`config.mk`:
```
export PLATFORM = sky130hd
export DESIGN_NAME = rc4_key_engine
export DESIGN_NICKNAME = d
export VERILOG_FILES = /design/src/rtl/rc4_key_engine.sv
export SDC_FILE = /design/constraint.sdc
export NUM_CORES = 1
export LEC_CHECK = 0
export ABC_AREA = 1
export BUFFER_PORTS_ARGS = -buffer_cell sky130_fd_sc_hd__buf_2
export CELL_PAD_IN_SITES_DETAIL_PLACEMENT = 0
export CELL_PAD_IN_SITES_GLOBAL_PLACEMENT = 1
export CORE_ASPECT_RATIO = 0.8
export CORE_UTILIZATION = 37
export DETAILED_ROUTE_END_ITERATION = 8
export PLACE_DENSITY = 0.86
export SLEW_MARGIN = 0
export SYNTH_ARGS = -nofsm -noshare
export SYNTH_HDL_FRONTEND = slang
export SYNTH_SLANG_ARGS = --single-unit
```
`constraint.sdc`:
```
create_clock -name clk -period 2.6 [get_ports clk]
set_input_delay 0.78 -clock clk [delete_from_list [all_inputs] [get_ports clk]]
set_output_delay 0.78 -clock clk [all_outputs]
set_load 0.05 [all_outputs]
```
`src/rtl/rc4_key_engine.sv`:
```
// ---------------------------------------------------------------------------
// rc4_key_engine
//
// A single RC4 engine that processes one key per start/done handshake. A run
// has three phases:
//   INIT    : writes s[n] = n for n = 0..255.
//   SHUFFLE : runs the key schedule, 6 cycles per i.
//   DECRYPT : produces the keystream and decodes MSG_LEN bytes, 8 cycles per
//             byte.
// When CHECK_EN is set, each decoded byte is graded. The run stops at the
// first byte that is not lowercase a-z or space, so a key-search controller
// above this engine can reject a key early.
//
// Ports
//   clk        rising-edge clock
//   reset_n    asynchronous active-low reset
//   start      begins a run; sampled only while idle
//   key        secret key, byte 0 in the top 8 bits; hold stable while busy
//   busy       high from the first INIT cycle through the DONE cycle
//   done       one-cycle pulse at the end of a run
//   key_valid  result of the last run; held until the next accepted start
//   s_addr / s_data / s_wren / s_q
//              S-memory port (synchronous read, one wait cycle)
//   rom_addr / rom_q
//              encrypted-message ROM (same timing as the S-memory)
//   res_addr / res_data / res_wren
//              decoded-message RAM write port
// ---------------------------------------------------------------------------
module rc4_key_engine #(
    parameter int KEY_BYTES = 3,
    parameter int MSG_LEN   = 32,
    parameter bit CHECK_EN  = 1'b1,
    localparam int MSG_W    = (MSG_LEN > 1) ? $clog2(MSG_LEN) : 1
) (
    input  logic                   clk,
    input  logic                   reset_n,
    input  logic                   start,
    input  logic [8*KEY_BYTES-1:0] key,
    output logic                   busy,
    output logic                   done,
    output logic                   key_valid,
    output logic [7:0]             s_addr,
    output logic [7:0]             s_data,
    output logic                   s_wren,
    input  logic [7:0]             s_q,
    output logic [MSG_W-1:0]       rom_addr,
    input  logic [7:0]             rom_q,
    output logic [MSG_W-1:0]       res_addr,
    output logic [7:0]             res_data,
    output logic                   res_wren
);

    localparam int                KIDX_W    = (KEY_BYTES > 1) ? $clog2(KEY_BYTES) : 1;
    localparam logic [KIDX_W-1:0] KIDX_LAST = KIDX_W'(KEY_BYTES - 1);
    localparam logic [MSG_W-1:0]  K_LAST    = MSG_W'(MSG_LEN - 1);

    typedef enum logic [4:0] {
        ST_IDLE,
        ST_INIT,
        SH_RD_I, SH_LD_I, SH_RD_J, SH_LD_J, SH_WR_I, SH_WR_J,
        DE_RD_I, DE_LD_I, DE_RD_J, DE_LD_J, DE_WR_I, DE_WR_J, DE_RD_F, DE_LD_F,
        ST_DONE
    } state_e;

    state_e            state_q;
    logic              busy_q;
    logic              done_q;
    logic              key_valid_q;
    logic [7:0]        s_addr_q;
    logic [7:0]        s_data_q;
    logic              s_wren_q;
    logic [MSG_W-1:0]  rom_addr_q;
    logic [MSG_W-1:0]  res_addr_q;
    logic              res_wren_q;
    logic [7:0]        i_q;
    logic [7:0]        j_q;
    logic [MSG_W-1:0]  k_q;
    logic [KIDX_W-1:0] kidx_q;
    logic [7:0]        si_q;
    logic [7:0]        sj_q;

    logic [7:0]        key_byte;
    logic [7:0]        j_shuf_d;
    logic [7:0]        j_dec_d;
    logic [7:0]        decoded;
    logic              legal;

    // Selects the current key byte. The index comes from a wrapping counter,
    // so no i mod KEY_BYTES divider is needed.
    // NOTE: every always_comb output is assigned a default first, so a missed
    // branch cannot infer a latch.
    always_comb begin
        key_byte = 8'h00;
        for (int b = 0; b < KEY_BYTES; b++) begin
            if (kidx_q == KIDX_W'(b)) begin
                key_byte = key[8*(KEY_BYTES-1-b) +: 8];
            end
        end
    end

    assign j_shuf_d = j_q + s_q + key_byte;
    assign j_dec_d  = j_q + s_q;
    assign decoded  = s_q ^ rom_q;
    assign legal    = ((decoded >= 8'h61) && (decoded <= 8'h7A)) || (decoded == 8'h20);

    // The keystream byte and the ciphertext byte both arrive in LD_F. The
    // decoded byte is therefore formed from the memory read data in that
    // cycle, and it is gated to zero whenever no write is in progress.
    assign res_data  = res_wren_q ? decoded : 8'h00;

    assign busy      = busy_q;
    assign done      = done_q;
    assign key_valid = key_valid_q;
    assign s_addr    = s_addr_q;
    assign s_data    = s_data_q;
    assign s_wren    = s_wren_q;
    assign rom_addr  = rom_addr_q;
    assign res_addr  = res_addr_q;
    assign res_wren  = res_wren_q;

    // The outputs are registered. Each transition loads the values that the
    // state being entered must present. The S-memory itself is external and
    // is not cleared here, because every run rewrites it completely in INIT.
    // NOTE: sequential state uses non-blocking assignments only, so every
    // register samples the values from before the edge.
    always_ff @(posedge clk or negedge reset_n) begin
        if (!reset_n) begin
            state_q     <= ST_IDLE;
            busy_q      <= 1'b0;
            done_q      <= 1'b0;
            key_valid_q <= 1'b0;
            s_addr_q    <= 8'h00;
            s_data_q    <= 8'h00;
            s_wren_q    <= 1'b0;
            rom_addr_q  <= '0;
            res_addr_q  <= '0;
            res_wren_q  <= 1'b0;
            i_q         <= 8'h00;
            j_q         <= 8'h00;
            k_q         <= '0;
            kidx_q      <= '0;
            si_q        <= 8'h00;
            sj_q        <= 8'h00;
        end else begin
            // Strobes are low unless the target state asserts them.
            done_q     <= 1'b0;
            s_wren_q   <= 1'b0;
            res_wren_q <= 1'b0;

            unique case (state_q)
                ST_IDLE: begin
                    if (start) begin
                        state_q     <= ST_INIT;
                        busy_q      <= 1'b1;
                        key_valid_q <= 1'b0;
                        i_q         <= 8'h00;
                        s_addr_q    <= 8'h00;
                        s_data_q    <= 8'h00;
                        s_wren_q    <= 1'b1;
                    end
                end

                ST_INIT: begin
                    if (i_q == 8'hFF) begin
                        state_q  <= SH_RD_I;
                        i_q      <= 8'h00;
                        j_q      <= 8'h00;
                        kidx_q   <= '0;
                        s_addr_q <= 8'h00;
                    end else begin
                        i_q      <= i_q + 8'd1;
                        s_addr_q <= i_q + 8'd1;
                        s_data_q <= i_q + 8'd1;
                        s_wren_q <= 1'b1;
                    end
                end

                // ---------------- key schedule ----------------
                SH_RD_I: state_q <= SH_LD_I;

                SH_LD_I: begin
                    state_q  <= SH_RD_J;
                    si_q     <= s_q;
                    j_q      <= j_shuf_d;
                    s_addr_q <= j_shuf_d;
                    kidx_q   <= (kidx_q == KIDX_LAST) ? '0 : kidx_q + KIDX_W'(1);
                end

                SH_RD_J: state_q <= SH_LD_J;

                SH_LD_J: begin
                    state_q  <= SH_WR_I;
                    sj_q     <= s_q;
                    s_addr_q <= i_q;
                    s_data_q <= s_q;
                    s_wren_q <= 1'b1;
                end

                SH_WR_I: begin
                    state_q  <= SH_WR_J;
                    s_addr_q <= j_q;
                    s_data_q <= si_q;
                    s_wren_q <= 1'b1;
                end

                SH_WR_J: begin
                    if (i_q == 8'hFF) begin
                        // Enter DECRYPT with i already advanced for byte 0.
                        state_q  <= DE_RD_I;
                        i_q      <= 8'd1;
                        j_q      <= 8'h00;
                        k_q      <= '0;
                        s_addr_q <= 8'd1;
                    end else begin
                        state_q  <= SH_RD_I;
                        i_q      <= i_q + 8'd1;
                        s_addr_q <= i_q + 8'd1;
                    end
                end

                // ---------------- keystream / decode ----------------
                DE_RD_I: state_q <= DE_LD_I;

                DE_LD_I: begin
                    state_q  <= DE_RD_J;
                    si_q     <= s_q;
                    j_q      <= j_dec_d;
                    s_addr_q <= j_dec_d;
                end

                DE_RD_J: state_q <= DE_LD_J;

                DE_LD_J: begin
                    state_q  <= DE_WR_I;
                    sj_q     <= s_q;
                    s_addr_q <= i_q;
                    s_data_q <= s_q;
                    s_wren_q <= 1'b1;
                end

                DE_WR_I: begin
                    state_q  <= DE_WR_J;
                    s_addr_q <= j_q;
                    s_data_q <= si_q;
                    s_wren_q <= 1'b1;
                end

                DE_WR_J: begin
                    state_q    <= DE_RD_F;
                    s_addr_q   <= si_q + sj_q;
                    rom_addr_q <= k_q;
                end

                DE_RD_F: begin
                    state_q    <= DE_LD_F;
                    res_addr_q <= k_q;
                    res_wren_q <= 1'b1;
                end

                DE_LD_F: begin
                    if (CHECK_EN && !legal) begin
                        // This byte is still written; the run stops here.
                        state_q     <= ST_DONE;
                        done_q      <= 1'b1;
                        key_valid_q <= 1'b0;
                    end else if (k_q == K_LAST) begin
                        state_q     <= ST_DONE;
                        done_q      <= 1'b1;
                        key_valid_q <= 1'b1;
                    end else begin
                        state_q  <= DE_RD_I;
                        k_q      <= k_q + MSG_W'(1);
                        i_q      <= i_q + 8'd1;
                        s_addr_q <= i_q + 8'd1;
                    end
                end

                ST_DONE: begin
                    state_q <= ST_IDLE;
                    busy_q  <= 1'b0;
                end

                default: state_q <= ST_IDLE;
            endcase
        end
    end

endmodule
```
* After elaboration in Yosys (flattened, before gate mapping)
Index checks and enable logic that the tools add are counted.
** Cells by class
- Add/sub/neg operators :: 6
- $mul :: 0
- Div/mod/pow operators :: 0
- Order comparisons :: 2
- Equality and inequality tests :: 29
- Shifts and indexed selects :: 0
- Mux-type cells :: 41
- Bitwise gates (word level) :: 1
- Reduce and logical (&&, ||, !) cells :: 26
** Operators with widths (count)
- $mux 8 :: 11
- $pmux 5 s16 :: 1
- $pmux 8 s9 :: 1
- $pmux 8 s4 :: 2
- $eq 5x4->1 const B :: 8
- $mux 5 :: 7
- $add 8x8->8 :: 3
- $pmux 8 s3 :: 1
- $eq 5x3->1 const B :: 4
- $ne 2x2->1 const B :: 6
- $reduce_and 4->1 :: 3
- $eq 5x2->1 const B :: 2
- $eq 5x5->1 const B :: 2
- $mux 1 :: 10
- $pmux 5 s2 :: 1
- $reduce_bool 9->1 :: 1
- $add 8x1->8 const B :: 1
- $eq 8x6->1 const B :: 1
- $eq 8x8->1 const B :: 1
- $ge 8x7->1 const B :: 1
- $le 8x7->1 const B :: 1
- $reduce_and 2->1 :: 4
- $reduce_bool 2->1 :: 4
- $reduce_bool 4->1 :: 2
- 21 further kinds :: 27
** Word-level totals
- Bits in registers :: 75
- Bits in latches :: 0
- RAM bits :: 0
- Memory bits (read-only) :: 0
- Input bits :: 43
- Output and inout port bits :: 39
- Memories kept :: 0

* Logic depth before layout (Yosys ltp)
- Word-level depth :: 6
- Depth in mapped cells :: 19
- Gate-level depth less buffers :: 19

* Worst setup path before layout
No wires, ideal clock.
- Kind :: input -> register
- Start :: in s_q[0]
- End :: reg s_addr_q[6] (netlist: s_addr[6])
- Library setup time :: 118 ps
- Data arrival time :: 2867 ps
- Required time :: 2482 ps
- Path slack :: -384 ps
- Stages :: 14
- Path buffers :: 0
- Cell sequence :: ha_1 > fa_1 > nand4_1 > nand3_1 > or2_2 > and2_1 > ha_1 > or2_2 > nand3_1 > nand2_1 > inv_1 > nand2_1 > nand2_1 > nand2_1
** On the way
- Cells in the longest elaborated chain, start to end :: 6
** RTL lines
- start, declared :: line 45 : input logic [7:0] s_q,
- branches (longest 6 deep; another with $add 8x8->8)
- end signal, assigned :: line 172 : s_addr_q <= i_q + 8'd1;
- end signal, assigned :: line 185 : s_addr_q <= j_shuf_d;
- end signal, assigned :: line 194 : s_addr_q <= i_q;
- end, declared :: line 69 : logic [7:0] s_addr_q;
Several ways; the timed one is not identified.
A chain may end at the register's enable or synchronous reset.

* Worst setup path in the final report
- Start :: in s_q[0]
- End :: reg j_q[7]
** On the way
- Cells in the longest elaborated chain, start to end :: 3
** RTL lines
- $add 8x8->8 * :: line 101, 102
- $add 8x8->8 :: line 101 : assign j_shuf_d = j_q + s_q + key_byte;
- $pmux 8 s3 * :: line 150 : unique case (state_q)
- end signal, assigned :: line 184 : j_q <= j_shuf_d;
- end signal, assigned :: line 227 : j_q <= j_dec_d;
- end, declared :: line 76 : logic [7:0] j_q;
Every way passes the cells marked *; elsewhere a longest branch is shown, timed or not.

==> reports/summary.txt <==
status -> finished, violations left
failing checks -> negative setup slack
Filler Cell Count -> 1358
Worst setup SP type -> primary input
nets@finish -> 926
PortBufs -> 81
htree depth -> 3
mapped cell area -> 5150 um2
Hold WS -> 366 ps
number of global-route vias before repair -> 4866
Worst Path Arrival -> 2880 ps
worst vdd ir -> 0.600 mV
Multi-input gate area -> 3170 um2
Max Slew Vio Count -> 0
CP endpoint kind -> flip-flop
die span in x -> 134 um
Die Y -> 107 um
crit-path max FO -> 4
most common cell after layout, fill and taps aside -> nand2_1
setup slack after layout -> -46.4 ps
ant diodes -> 0
register area share after synthesis -> 0.365
DRT Pass-1 Iters -> 5
largest net degree at the start of global routing -> 49
Period Utilization, post-route -> 1.02
Unique masters post-synth -> 47
crit path max-delay cell type -> fa_2
post-DP HPWL -> 12400 um
Worst-Skew Late Latency -> 340 ps
worst-case reg-to-reg path depth -> 16
RSZ-0062 raised after global routing -> yes
fmax -> 378 MHz
DIE AREA -> 14400 um2
CTS Hold Bufs -> 0
Slew @ Worst Pin -> 510 ps
MaxCap Viol Count -> 0
synthesis warning total -> 0
EDFF count, synth -> 0
final hold vios -> 0
first-pass GRT wire length -> 25200 um
Rows -> 38
CTS tree -> done
syn nets -> 790
critical path, cell by cell -> buf_8, ha_4, fa_2, nand4_1, nand3_2, or2_4, and2_4, ha_4, nand2_2, inv_2, nand3_2, nand3_2, nand3_2, nand3_2, nand2_2, nand2_2, nand2_1
commonest non-fill, non-tap cells in the layout -> nand2_1, buf_2, dfrtp_1, inv_1, nor2_1
Routed wire per std cell -> 15.3 um
Seq cells post-synth -> 75
Top delay family on crit path -> simple AND/OR/NAND/NOR gates
Final setup viols -> 4
GRT Total Usage -> 0.228
worst path bufs/invs -> 2
async set-reset flop share out of synthesis -> 1.00
Core ar. -> 13600 um2
DRC viols -> 0
via count -> 5198
synthesis-to-finish area growth -> 31.9%
vias per inst -> 4.99
initial antenna violation count -> 0
Pwr Density -> 1270 nW/um2
Avg Cell Area, Syn -> 7.15 um2
leakage power -> 3.63 nW
io pins -> 82
Max-slew headroom -> 0.657
Clock Pin Slew Worst Setup and Hold Paths -> 60 ps
Final Skew -> 7.91 ps
Core Util, Final -> 0.501
initial core utilization -> 0.380
critical path class -> primary input to flip-flop
CP most frequent cell -> nand3_2
Crit path largest cell delay -> 400 ps
Tmin final -> 2650 ps
most used flip-flop cell after synthesis -> dfrtp_1
# clock sinks -> 75
drt total wl -> 15900 um
Root Buffer -> clkbuf_16
GPL Wtd Cong -> 0.920
post-route ant nets -> 0
critical path depth -> 17
worst hold path class -> primary input to async pin
fraction of layout cells with a size suffix above 1 -> 0.290
GR Overflow Total -> 0
Num CTS Buffers -> 9
Syn Inst Count -> 720
Max clock buf depth -> 2
area occupied by registers -> 1880 um2
required time of the critical path -> 2840 ps
Starting DRT DRC Count -> 438
Final TNS setup -> -145 ps
-- registers in the layout, summed over array words and instances (netlist names) --
name,flops
k_q,5
kidx_q,2
j_q,8
si_q,8
done,1
i_q,8
rom_addr,5
s_data,8
s_addr,8
sj_q,8
state_q,5
res_addr,5
s_wren,1
busy,1
res_wren,1
key_valid,1
-- per-stage QoR --
step	area (um2)	setup slack, ps	total power, W	instances
after global placement	6180	-487	0.00645	1020
after floorplan	5240	-145	0.00496	720
after detailed placement	6180	-503	0.00648	1020
final	6790	-46.4	0.00863	1041
after CTS	6620	-77.3	0.00815	1037
after global routing	6790	-144	0.00928	1041
-- area by class of cell --
type,instances,share of cell area
Multi-Input combinational cell,545,0.467
Sequential cell,75,0.276
Clock buffer,12,0.0378
Timing Repair Buffer,133,0.123
Tap cell,180,0.0332
Inverter,92,0.0516
Clock inverter,4,0.0107
-- power by group --
group	internal [W]	switching [W]	leakage [nW]
Clock	0.000892	0.000498	0.159
Sequential	0.00149	0.000282	0.980
Combinational	0.00218	0.00328	2.49
-- worst register-to-register path, cell delays in order (launching register included) --
cell and delay [ps]:
dfrtp_1 440, ha_4 190, fa_2 400, nand4_1 120, nand3_2 80, or2_4 240
and2_4 140, ha_4 290, nand2_2 50, inv_2 60, nand3_2 70, nand3_2 90
nand3_2 90, nand3_2 80, nand2_2 50, nand2_2 60, nand2_1 40
-- Yosys cell counts, types with 5 or more instances --
| library cell | number | area (um2) |
|---|---|---|
| nand3b_1 | 5 | 37.5 |
| o22ai_1 | 5 | 31.3 |
| nor2_1 | 53 | 199 |
| nand3_1 | 43 | 215 |
| nand2_2 | 10 | 62.6 |
| ha_1 | 24 | 300 |
| xor2_1 | 9 | 78.8 |
| nand2_1 | 247 | 927 |
| a22oi_1 | 5 | 37.5 |
| inv_1 | 79 | 297 |
| inv_2 | 10 | 37.5 |
| a21oi_1 | 36 | 180 |
| a31oi_1 | 5 | 31.3 |
| o21ai_0 | 36 | 180 |
| dfrtp_1 | 75 | 1880 |
| nand4_1 | 18 | 113 |
-- path summary, 6_finish.rpt --
| kind | start | endpoint | slack, ps |
|---|---|---|---|
| setup / recovery | s_q[0] | j_q[7] | -50 |
| hold reg to reg | s_data[2] | s_data[2] | 480 |
| max in group asynchronous | reset_n | done | 1640 |
| hold / removal | reset_n | sj_q[4] | 370 |
| min in group clk | s_data[2] | s_data[2] | 480 |
| setup reg to reg | j_q[0] | j_q[7] | 10 |
-- what timing repair did --
item | 4_1_cts | 5_1_grt
gates resized for setup | 21 | 32
hold endpoints to repair | 0 | 0
pin swaps | 14 | 23
endpoints found under the setup margin | 11 | 13
buffers inserted | 1 | 4
-- routing by layer --
metal	wire, um	global-route usage	vias to the layer above	share of wire
met4	246	0.0633	0	0.015
li1	-	-	2599	-
met2	6810	0.344	164	0.43
met1	7650	0.323	2412	0.48
met5	0	0	-	0
met3	1190	0.0541	23	0.075
-- cells by family after synthesis --
family	after synthesis	share of synthesized area
XOR/XNOR	13	0.0221
buffers and inverters	100	0.0783
AND/OR/NAND/NOR	403	0.351
flip-flops	75	0.365
AO/OA/AOI/OAI	100	0.110
multiplexers	2	0.00437
adder cells (fa/ha/maj)	27	0.0700
Power figures use the tool's default switching activity.
